## src/rtl/parallel_block_receiver_if.sv

```systemverilog
// Dispatcher/core-facing bundle of the per-core block receiver.
// slave: the receiver; master: whatever drives it (dispatcher + core).
interface parallel_block_receiver_if #(
  parameter int WBW         = 16,
  parameter int VDIM        = 4,
  parameter int MAX_PENDING = 4
);
  localparam int CW = $clog2(MAX_PENDING + 1);

  logic                      bofs_rdy;
  logic                      bofs_ack;
  logic [VDIM-1:0][WBW-1:0]  i_bofs;
  logic                      blk_rdy;
  logic                      blk_ack;
  logic [VDIM-1:0][WBW-1:0]  o_bofs;
  logic                      i_blk_fin;
  logic                      blkdone_dval;
  logic [CW-1:0]             o_n_inflight;
  logic                      o_idle;
  logic                      o_err;

  modport slave (
    input  bofs_rdy,
    input  i_bofs,
    input  blk_ack,
    input  i_blk_fin,
    output bofs_ack,
    output blk_rdy,
    output o_bofs,
    output blkdone_dval,
    output o_n_inflight,
    output o_idle,
    output o_err
  );

  modport master (
    output bofs_rdy,
    output i_bofs,
    output blk_ack,
    output i_blk_fin,
    input  bofs_ack,
    input  blk_rdy,
    input  o_bofs,
    input  blkdone_dval,
    input  o_n_inflight,
    input  o_idle,
    input  o_err
  );
endinterface

```

## src/rtl/parallel_block_receiver.sv

```systemverilog
// Per-core block-offset receiver: offset FIFO, in-order issue to the
// core, in-flight credit counter and registered block-done pulse.
module parallel_block_receiver #(
  parameter int WBW         = 16,
  parameter int VDIM        = 4,
  parameter int MAX_PENDING = 4
) (
  input  logic                     i_clk,
  input  logic                     i_rst_n,
  parallel_block_receiver_if.slave bus
);
  localparam int CW = $clog2(MAX_PENDING + 1);
  localparam int PW = (MAX_PENDING > 1) ? $clog2(MAX_PENDING) : 1;
  localparam logic [CW-1:0] MP_CNT = CW'(MAX_PENDING);
  localparam logic [PW-1:0] LAST   = PW'(MAX_PENDING - 1);

  typedef logic [VDIM-1:0][WBW-1:0] ofs_t;

  ofs_t          mem [MAX_PENDING];
  logic [CW-1:0] fifo_cnt;
  logic [PW-1:0] rd_ptr;
  logic [PW-1:0] wr_ptr;
  logic [CW-1:0] n_inflight;
  logic          done_q;
  logic          err_q;

  logic push;
  logic pop;
  logic rdy_out;
  logic fin_ok;
  logic fin_err;
  logic ack_err;

  // Full FIFO refuses a push even if the head leaves this cycle.
  assign push    = bus.bofs_rdy && (fifo_cnt != MP_CNT);
  assign rdy_out = (fifo_cnt != '0) && (n_inflight != MP_CNT);
  assign pop     = bus.blk_ack && rdy_out;
  assign fin_ok  = bus.i_blk_fin && ((n_inflight != '0) || pop);
  assign fin_err = bus.i_blk_fin && !fin_ok;
  assign ack_err = bus.blk_ack && !rdy_out;

  assign bus.bofs_ack     = push;
  assign bus.blk_rdy      = rdy_out;
  assign bus.o_bofs       = mem[rd_ptr];
  assign bus.blkdone_dval = done_q;
  assign bus.o_n_inflight = n_inflight;
  assign bus.o_err        = err_q;
  assign bus.o_idle       = (fifo_cnt == '0) && (n_inflight == '0);

  // Offset storage, written at the write pointer on each accepted push.
  always_ff @(posedge i_clk or negedge i_rst_n) begin
    if (!i_rst_n) begin
      for (int i = 0; i < MAX_PENDING; i++) begin
        mem[i] <= '0;
      end
    end else if (push) begin
      mem[wr_ptr] <= bus.i_bofs;
    end
  end

  // FIFO pointers wrap explicitly so non-power-of-2 depths work.
  always_ff @(posedge i_clk or negedge i_rst_n) begin
    if (!i_rst_n) begin
      wr_ptr   <= '0;
      rd_ptr   <= '0;
      fifo_cnt <= '0;
    end else begin
      if (push) begin
        wr_ptr <= (wr_ptr == LAST) ? '0 : wr_ptr + 1'b1;
      end
      if (pop) begin
        rd_ptr <= (rd_ptr == LAST) ? '0 : rd_ptr + 1'b1;
      end
      unique case (1'b1)
        push && !pop: fifo_cnt <= fifo_cnt + 1'b1;
        pop && !push: fifo_cnt <= fifo_cnt - 1'b1;
        default:      fifo_cnt <= fifo_cnt;
      endcase
    end
  end

  // In-flight credit count: issue adds one, accepted finish removes one.
  always_ff @(posedge i_clk or negedge i_rst_n) begin
    if (!i_rst_n) begin
      n_inflight <= '0;
    end else begin
      unique case (1'b1)
        pop && !fin_ok: n_inflight <= n_inflight + 1'b1;
        fin_ok && !pop: n_inflight <= n_inflight - 1'b1;
        default:        n_inflight <= n_inflight;
      endcase
    end
  end

  // Done pulse follows each accepted finish; protocol errors are sticky.
  always_ff @(posedge i_clk or negedge i_rst_n) begin
    if (!i_rst_n) begin
      done_q <= 1'b0;
      err_q  <= 1'b0;
    end else begin
      done_q <= fin_ok;
      err_q  <= err_q || fin_err || ack_err;
    end
  end
endmodule

```

## src/flat_wrapper.sv

```systemverilog
// flat-port wrapper written by rule: the top's interface ports become plain ports
module parallel_block_receiver_flat 
#(
  parameter int WBW         = 16,
  parameter int VDIM        = 4,
  parameter int MAX_PENDING = 4
)
  (i_clk, i_rst_n, bus_bofs_rdy, bus_i_bofs, bus_blk_ack, bus_i_blk_fin, bus_bofs_ack, bus_blk_rdy, bus_o_bofs, bus_blkdone_dval, bus_o_n_inflight, bus_o_idle, bus_o_err);
  parallel_block_receiver_if #(.WBW(WBW), .VDIM(VDIM), .MAX_PENDING(MAX_PENDING)) bus_i ();
  input  logic i_clk;
  input  logic i_rst_n;
  input wire logic [$bits(bus_i.bofs_rdy)-1:0] bus_bofs_rdy;
  input wire logic [$bits(bus_i.i_bofs)-1:0] bus_i_bofs;
  input wire logic [$bits(bus_i.blk_ack)-1:0] bus_blk_ack;
  input wire logic [$bits(bus_i.i_blk_fin)-1:0] bus_i_blk_fin;
  output wire logic [$bits(bus_i.bofs_ack)-1:0] bus_bofs_ack;
  output wire logic [$bits(bus_i.blk_rdy)-1:0] bus_blk_rdy;
  output wire logic [$bits(bus_i.o_bofs)-1:0] bus_o_bofs;
  output wire logic [$bits(bus_i.blkdone_dval)-1:0] bus_blkdone_dval;
  output wire logic [$bits(bus_i.o_n_inflight)-1:0] bus_o_n_inflight;
  output wire logic [$bits(bus_i.o_idle)-1:0] bus_o_idle;
  output wire logic [$bits(bus_i.o_err)-1:0] bus_o_err;
  assign bus_i.bofs_rdy = bus_bofs_rdy;
  assign bus_i.i_bofs = bus_i_bofs;
  assign bus_i.blk_ack = bus_blk_ack;
  assign bus_i.i_blk_fin = bus_i_blk_fin;
  assign bus_bofs_ack = bus_i.bofs_ack;
  assign bus_blk_rdy = bus_i.blk_rdy;
  assign bus_o_bofs = bus_i.o_bofs;
  assign bus_blkdone_dval = bus_i.blkdone_dval;
  assign bus_o_n_inflight = bus_i.o_n_inflight;
  assign bus_o_idle = bus_i.o_idle;
  assign bus_o_err = bus_i.o_err;
  parallel_block_receiver #(.WBW(WBW), .VDIM(VDIM), .MAX_PENDING(MAX_PENDING)) u_core (.i_clk(i_clk), .i_rst_n(i_rst_n), .bus(bus_i));
endmodule
```

## config.mk

```make
export PLATFORM = sky130hd
export DESIGN_NAME = parallel_block_receiver_flat
export DESIGN_NICKNAME = d
export VERILOG_FILES = /design/src/rtl/parallel_block_receiver_if.sv /design/src/rtl/parallel_block_receiver.sv /design/src/flat_wrapper.sv
export SDC_FILE = /design/constraint.sdc
export NUM_CORES = 1
export LEC_CHECK = 0
export ABC_AREA = 1
export ABC_CLOCK_PERIOD_IN_PS = 2400
export CORE_ASPECT_RATIO = 1.25
export CORE_MARGIN = 1.5
export CORE_UTILIZATION = 56
export DETAILED_ROUTE_END_ITERATION = 8
export PLACE_DENSITY = 0.77
export SETUP_SLACK_MARGIN = 0.3
export SLEW_MARGIN = 10
export SYNTH_ARGS = -nofsm -noshare
export SYNTH_HDL_FRONTEND = slang
export SYNTH_SLANG_ARGS = --single-unit
```

## constraint.sdc

```tcl
create_clock -name i_clk -period 2.4 [get_ports i_clk]
set_input_delay 0.36 -clock i_clk [delete_from_list [all_inputs] [get_ports i_clk]]
set_output_delay 0.36 -clock i_clk [all_outputs]
set_load 0.01 [all_outputs]
```

* Yosys cells after proc, flatten, opt, wreduce, memory -nomap -nowiden
Index checks and enable logic that the tools add are counted.
Word-level totals: flip-flop bits (word level) 268, bits in latches 0, memory bits (writable) 0, ROM bits 0, input bits 69, output and inout bits 72, logic and storage cells 72, memories kept 0
Operators by class: add/sub/neg operators 6, $mul 0, divide/modulo/power cells 0, $lt $le $gt $ge 3, equality and inequality tests 4, shift-type cells 0, muxes and demuxes 10, bitwise logic cells 2, reduce and logical (&&, ||, !) cells 25
Operators with widths (number):
- bitwise mux 256 bit | 1
- two-way mux 64 bit | 3
- binary-select mux 64 bit (select 2 bit) | 1
- demux 64 bit (select 2 bit) | 1
- logical AND 1 bit | 12
- case mux 3 bit (2 select lines) | 2
- adder 3 x 1 -> 3 bit (second input constant) | 2
- >= comparator 3 bit (second input constant) | 2
- logical NOT 3 bit | 2
- inequality test 3 bit (second input constant) | 2
- inverter 2 -> 3 bit | 2
- nonzero test 3 bit | 2
- subtractor 3 x 1 -> 3 bit (second input constant) | 2
- adder 2 x 1 -> 2 bit (second input constant) | 2
- equality test 2 bit (second input constant) | 2
- logical NOT 1 bit | 4
- two-way mux 2 bit | 2
- nonzero test 2 bit | 2
- logical OR 1 bit | 3
- less-than comparator 3 x 1 -> 1 bit (second input constant) | 1

* Longest topological paths before layout
word-level depth 9, gate-level depth with buffers 10, depth with buffers taken out 10

* Worst setup path before layout
No wires, ideal clock.
path type flip-flop to flip-flop, start register u_core.n_inflight[0] (netlist: u_core.bus.o_n_inflight[0]), end register u_core.fifo_cnt[2], setup time 0.079 ns, data arrival time 1.983 ns, data required time 2.321 ns, setup slack 0.338 ns, stages on the path, launching flop included 11, path buffers 0, period minus slack after synthesis 2.062 ns, cell sequence dfrtp_1 nor2_1 nand2_1 nand3_1 inv_1 ha_1 inv_1 fa_1 or2_2 nand2_1 xor2_1
Between the ends: cells in the longest elaborated chain, start to end 6, elaborated cells between the ends (all ways) 8, those cells by class eq/ne (1); mux (1); reduce/logical (6)
RTL lines:
- start: declaration | line parallel_block_receiver.sv:23 | logic [CW-1:0] n_inflight;
- start signal: assignment | line parallel_block_receiver.sv:88 | pop && !fin_ok: n_inflight <= n_inflight + 1'b1;
- start signal: assignment | line parallel_block_receiver.sv:89 | fin_ok && !pop: n_inflight <= n_inflight - 1'b1;
- start signal: assignment | line parallel_block_receiver.sv:90 | default: n_inflight <= n_inflight;
- inequality test 3 bit * | line parallel_block_receiver.sv:36 | assign rdy_out = (fifo_cnt != '0) && (n_inflight != MP_CNT);
- logical AND 1 bit * | line parallel_block_receiver.sv:36
- logical AND 1 bit * | line parallel_block_receiver.sv:37 | assign pop = bus.blk_ack && rdy_out;
- net u_core.pop | line parallel_block_receiver.sv:28 | logic pop;
- logical NOT 1 bit | line parallel_block_receiver.sv:75 | push && !pop: fifo_cnt <= fifo_cnt + 1'b1;
- logical AND 1 bit | line parallel_block_receiver.sv:75
- case mux 3 bit (2 select lines) / nonzero test 2 bit (equally long branches)
- end signal: assignment | line parallel_block_receiver.sv:75
- end signal: assignment | line parallel_block_receiver.sv:76 | pop && !push: fifo_cnt <= fifo_cnt - 1'b1;
- end signal: assignment | line parallel_block_receiver.sv:77 | default: fifo_cnt <= fifo_cnt;
- end: declaration | line parallel_block_receiver.sv:20 | logic [CW-1:0] fifo_cnt;
Mark *: on every way through the listed nets, which the timed path passes. The rest lies on a longest branch. A chain may end at the register's enable or synchronous reset.

* Worst setup path in the final report
start register u_core.rd_ptr[0], end output port bus_o_bofs[8]
Between the ends: cells in the longest elaborated chain, start to end 4
RTL lines:
- start: declaration | line parallel_block_receiver.sv:21 | logic [PW-1:0] rd_ptr;
- start signal: assignment | line parallel_block_receiver.sv:72 | rd_ptr <= (rd_ptr == LAST) ? '0 : rd_ptr + 1'b1;
- inverter 2 -> 3 bit (implied by the code) | line parallel_block_receiver.sv:44 | assign bus.o_bofs = mem[rd_ptr];
- binary-select mux 64 bit (select 2 bit) | line parallel_block_receiver.sv:44
- two-way mux 64 bit (implied by the code) (2 in a row) | line parallel_block_receiver.sv:44
- end: declaration | line flat_wrapper.sv:18 | output wire logic [$bits(bus_i.o_bofs)-1:0] bus_o_bofs;
No other way between the ends. The select of a mux whose other input is x is not followed.

==> results.json <==
{
  "place_congestion": 0.795,
  "cp_common_cell": "buf_12",
  "grt_max_degree": 65,
  "maxSlewViolCount": 0,
  "die_h_um": 165,
  "cts_max_level": 1,
  "ant_nets": 0,
  "grt_pass1_wl_um": 50200,
  "rrSetupSlack_ns": 0.40,
  "cts_tree": "done",
  "power_density_nw_per_um2": 1560,
  "synth_nets": 1405,
  "p_leak_nw": 7.24,
  "coreArea_um2": 20700,
  "synth_seq_cells": 268,
  "hold_class": "primary input to asynchronous set/reset pin",
  "status": "complete, no violations",
  "vias_per_cell": 5.74,
  "dr.pass1.iters": 5,
  "track_usage": 0.284,
  "max_freq_ghz": 0.433,
  "rsz0062_at_grt": "yes",
  "routed_wl_um": 31900,
  "peakVddDrop_mv": 0.910,
  "fin_crit_ns": 2.31,
  "cp_num_buf_inv": 5,
  "ys.warnings.count": 0,
  "synth.distinct_cells": 27,
  "drtIter0Drc": 766,
  "tightest_slew_ns": 0.436,
  "post-route-drc-count": 0,
  "final_util": 0.741,
  "finalSetupViolCount": 0,
  "port_buffers": 140,
  "synth_area_per_cell_um2": 8.90,
  "r2r_start": "u_core.fifo_cnt[0]$_DFFE_PN0P_",
  "setup.worst_path.start_class": "flip-flop",
  "synth_edf_count": 0,
  "ys_seq_area_frac": 0.568,
  "hold_slack_ns": 0.347,
  "slew-limit-headroom": 0.709,
  "drv_cap": 0,
  "die_area_um2": 22000,
  "cp_top_family": "buffers and inverters",
  "antenna_found_initial": 0,
  "criticalPathCategory": "flip-flop to output port",
  "path_clk_slew_ns": 0.07,
  "num_rows": 59,
  "vias": 10200,
  "grt-ovfl-total": 0,
  "finalCritPeriodShare": 0.963,
  "syn_area_um2": 11800,
  "ys.flop_type": "dfrtp_1",
  "finalClockSkew_ns": 0.0167,
  "cp_cell_sequence": "clkinv_8, buf_12, buf_16, buf_12, nor2_2, o22ai_1, buf_2",
  "antennaDiodeCount": 0,
  "clockBufferDepth": 3,
  "io_pins": 141,
  "r2r_cells": 11,
  "hpwlAfterDp_um": 16700,
  "clkLatencyLatePin_ns": 0.54,
  "initial_core_util": 0.569,
  "cts-root-buf": "clkbuf_16",
  "cp_slowest_cell": "dfrtp_4",
  "synthesis.instances": 1327,
  "syn_to_final_growth_pct": 30.1,
  "nFillCells": 1448,
  "fin_tns_setup_ns": 0,
  "cts.sinks": 268,
  "synthArstFlopShare": 1.00,
  "r2r-end": "u_core.bus.o_n_inflight[2]$_DFFE_PN0P_",
  "cp_max_fo": 8,
  "drive_gt1_frac": 0.195,
  "grt_pass1_vias": 9994,
  "crit_required_ns": 2.04,
  "hold_viol": 0,
  "routedWlPerCell_um": 18.0,
  "max_stage_delay_ns": 0.55,
  "cts_buffers": 27,
  "nets": 1557,
  "cp.arrival_ns": 1.95,
  "end_kind": "output port",
  "die_w_um": 133
}
==> how the worst max path moves through the flow <==
stage | start | slack (ns) | endpoint | cells past startpoint
floorplan | u_core.bus.o_n_inflight[0]$_DFFE_PN0P_ | 0.34 | u_core.fifo_cnt[2]$_DFFE_PN0P_ | 10
global placement | bus_blk_ack | 0.16 | u_core.fifo_cnt[2]$_DFFE_PN0P_ | 9
detailed placement | bus_blk_ack | 0.11 | u_core.fifo_cnt[2]$_DFFE_PN0P_ | 9
CTS | u_core.rd_ptr[0]$_DFFE_PN0P_ | 0.04 | bus_o_bofs[2] | 6
global route | u_core.rd_ptr[0]$_DFFE_PN0P_ | 0.04 | bus_o_bofs[51] | 7
finish | u_core.rd_ptr[0]$_DFFE_PN0P_ | 0.09 | bus_o_bofs[8] | 7
==> cells in the mapped netlist (2+ instances only) <==
library cell | instances | share of area
inv_2 | 2 | 0.00064
buf_2 | 21 | 0.0089
fa_1 | 2 | 0.0034
buf_6 | 15 | 0.014
nor2_1 | 132 | 0.042
xnor2_1 | 2 | 0.0015
a21oi_1 | 2 | 0.00085
clkbuf_1 | 21 | 0.0067
ha_1 | 7 | 0.0074
nand3_2 | 4 | 0.0034
xor2_1 | 2 | 0.0015
o21ai_0 | 102 | 0.043
nand2_1 | 274 | 0.087
dfrtp_1 | 268 | 0.57
nand3_1 | 2 | 0.00085
buf_8 | 4 | 0.0051
buf_4 | 35 | 0.022
o22ai_1 | 64 | 0.034
or2_2 | 2 | 0.0011
o21ai_1 | 286 | 0.12
inv_1 | 74 | 0.024
==> where the power goes <==
| group | leakage, nW | total (mW) | switching [mW] | internal, mW |
|---|---|---|---|---|
| Combinational | 3.41 | 11.5 | 6.32 | 5.19 |
| Sequential | 3.35 | 7.98 | 1.38 | 6.60 |
| Clock | 0.474 | 4.55 | 1.76 | 2.79 |
| Total | 7.24 | 24.0 | 9.47 | 14.6 |
==> area by class of cell <==
type	count	area, µm²	share of cell area
sequential	268	6710	0.437
multi-input combinational	886	4640	0.302
tap	274	343	0.0223
clock buffer	39	781	0.0508
clock inverter	11	186	0.0121
inverter	76	298	0.0194
timing repair buffer	220	2410	0.157
==> cell usage in the layout, fill, tap and decap left out, drive strengths merged, types with 3 or more instances in the layout <==
cell type,instances
clkdlybuf4s50,72
clkinv,5
o22ai,64
nand3,6
dfrtp,268
buf,138
bufinv,5
inv,76
clkbuf,42
dlygate4sd2,3
nor2,133
ha,7
nand2,275
o21ai,388
clkdlybuf4s15,3
==> per-stage QoR <==
step                instance area, µm²  total power [mW]  std cells  worst slack [ns]
floorplan                        11800              13.6       1327             0.338
global placement                 13400              17.1       1676             0.165
detailed placement               13400              17.4       1676             0.113
CTS                              14800              22.8       1759            0.0424
global route                     15400              25.6       1774            0.0383
finish                           15400              24.0       1774            0.0880
==> layer usage <==
layer / vias up / wire, µm / GRT usage
met2: 372 / 16300 / 0.491
li1: 4729 / - / -
met1: 5018 / 12900 / 0.367
met4: 0 / 726 / 0.104
met3: 60 / 1940 / 0.0406
met5: - / 0 / 0
==> worst reg2reg max path: cells and delay by family (launching register included) <==
| kind | cells | cell delay, ns |
|---|---|---|
| flip-flops | 1 | 0.41 |
| AO/OA/AOI/OAI | 1 | 0.09 |
| AND/OR/NAND/NOR | 6 | 0.57 |
| adder cells (fa/ha/maj) | 2 | 0.55 |
| XOR/XNOR | 1 | 0.16 |
| buffers and inverters | 1 | 0.14 |
==> flip-flops by register name, summed over array words and instances (netlist names) <==
signal,cells
u_core.rd_ptr,2
u_core.bus.o_err,1
u_core.wr_ptr,2
u_core.bus.blkdone_dval,1
u_core.bus.o_n_inflight,3
u_core.mem,256
u_core.fifo_cnt,3
==> cell families after synthesis <==
group,after synthesis,synth area share
adders and majority gates,9,0.0108
xor gates and xnor gates,4,0.00297
DFF,268,0.568
and+or+nand+nor,418,0.137
AOI/OAI and AO/OA,455,0.200
buffers and inverters,173,0.0817
==> repair_timing <==
item | in CTS | in global routing
hold endpoints to repair | 48 | 0
buffers inserted | 20 | 12
hold buffers | 1 | 0
resized for setup | 310 | 138
pin swaps | 36 | 28
cloned | 12 | 3
endpoints found under the setup margin | 68 | 68
Note: power is estimated with default switching activity, not from simulation.
==> variant: new RTL, same flow settings <==
`WBW` is set to 16 in 3 places; all go to 18.
--- a/src/rtl/parallel_block_receiver_if.sv
+++ b/src/rtl/parallel_block_receiver_if.sv
@@ -3,3 +3,3 @@
 interface parallel_block_receiver_if #(
-  parameter int WBW         = 16,
+  parameter int WBW         = 18,
   parameter int VDIM        = 4,
--- a/src/rtl/parallel_block_receiver.sv
+++ b/src/rtl/parallel_block_receiver.sv
@@ -3,3 +3,3 @@
 module parallel_block_receiver #(
-  parameter int WBW         = 16,
+  parameter int WBW         = 18,
   parameter int VDIM        = 4,
--- a/src/flat_wrapper.sv
+++ b/src/flat_wrapper.sv
@@ -3,3 +3,3 @@
 #(
-  parameter int WBW         = 16,
+  parameter int WBW         = 18,
   parameter int VDIM        = 4,
Interface: changed (resized bus_i_bofs and bus_o_bofs); port bits go from 141 to 157. No check against the original RTL was run, so the function may have changed too.
==> variant against the unedited design <==
- first-iteration DRC count up 23%
- largest power group unchanged
- synthesized cell count up 12%
- sequential share of layout area shrank 1.2 points
- wire length rose by 21%
- sequential power rose by 14%
- setup slack lost 0.066 ns
- area after synthesis is 11% higher
- the run now ends with design-rule violations left
- worst hold slack improved by 0.015 ns
- critical path depth shrank 1
- sequential cell count increased by 32
- power grew 16%
- design area increased by 15%
==> variant: results (changes against the unedited design) <==
Parameter                              Value

Detailed routing
  Metal-1 WL    14.8 mm (was 12.9 mm)
  Count of unresolved DRC violations after routing    11 (was 0)
  Total via count after detailed routing    11700 (was 10200)
  Number of iterations in the first detailed-routing pass    9 (was 5)

Logic synthesis
  Top area cells in the synthesized netlist    sky130_fd_sc_hd__dfrtp_1, sky130_fd_sc_hd__o21ai_0, sky130_fd_sc_hd__nand2_1, sky130_fd_sc_hd__nor2_1, sky130_fd_sc_hd__o22ai_1 (was sky130_fd_sc_hd__dfrtp_1, sky130_fd_sc_hd__o21ai_1, sky130_fd_sc_hd__nand2_1, sky130_fd_sc_hd__o21ai_0, sky130_fd_sc_hd__nor2_1)
  XOR/XNOR Fraction of Synth Area    0.00267 (was 0.00297)
  Synthesized netlist net count    1567 (was 1405)
  Area fraction of the dominant cell type after synthesis    0.572 (was 0.568)

Clocking
  Insertion delay of the later-clocked pin in the worst-skew pair    0.56 ns (was 0.54 ns)
  Number of clock buffers inserted by TritonCTS    30 (was 27)
  Cts repair resizes    472 (was 310)
  Buffers inserted by post-CTS timing repair    19 (was 20)
  Sinks on Clock Net    300 (was 268)

Run status
  Status    finished, violations left (was finished clean)
  Violations in the final reports    design-rule violations

Power
  Internal power contribution    16400 uW (was 14600 uW)
  Proportion of power drawn by flip-flops and latches    0.327 (was 0.332)

Layout
  Count of inverters not on the clock network in the layout    84 (was 76)
  Multi-Input Combinational    990 (was 886)
  Clock network area share    0.0564 (was 0.0629)

Worst setup path
  Startpoint of the worst-slack reg-to-reg timing path    u_core.fifo_cnt[1] (was u_core.fifo_cnt[0])
  R2R cell count    10 (was 11)

Placement
  Detailed-placement wirelength estimate    18.9 mm (was 16.7 mm)
  Setup slack after placement    0.102 ns (was 0.113 ns)

GRT
  Maximum number of pins on one net before global-route repair    91 (was 65)

STA
  Slew Limit Headroom    0.622 (was 0.709)
variant: cell count changes after synthesis, moves of 3 or more:
cell / unedited run / this run
sky130_fd_sc_hd__o21ai_0: 102 / 415
sky130_fd_sc_hd__o21ai_1: 286 / 21
sky130_fd_sc_hd__clkbuf_1: 21 / 56
sky130_fd_sc_hd__dfrtp_1: 268 / 300
sky130_fd_sc_hd__nand2_1: 274 / 306
sky130_fd_sc_hd__buf_4: 35 / 7
sky130_fd_sc_hd__nor2_1: 132 / 148
sky130_fd_sc_hd__buf_6: 15 / 27
sky130_fd_sc_hd__inv_1: 74 / 83
sky130_fd_sc_hd__o22ai_1: 64 / 72
sky130_fd_sc_hd__buf_2: 21 / 15
sky130_fd_sc_hd__nand3_2: 4 / 0
sky130_fd_sc_hd__nand3_4: 0 / 4
sky130_fd_sc_hd__buf_8: 4 / 1
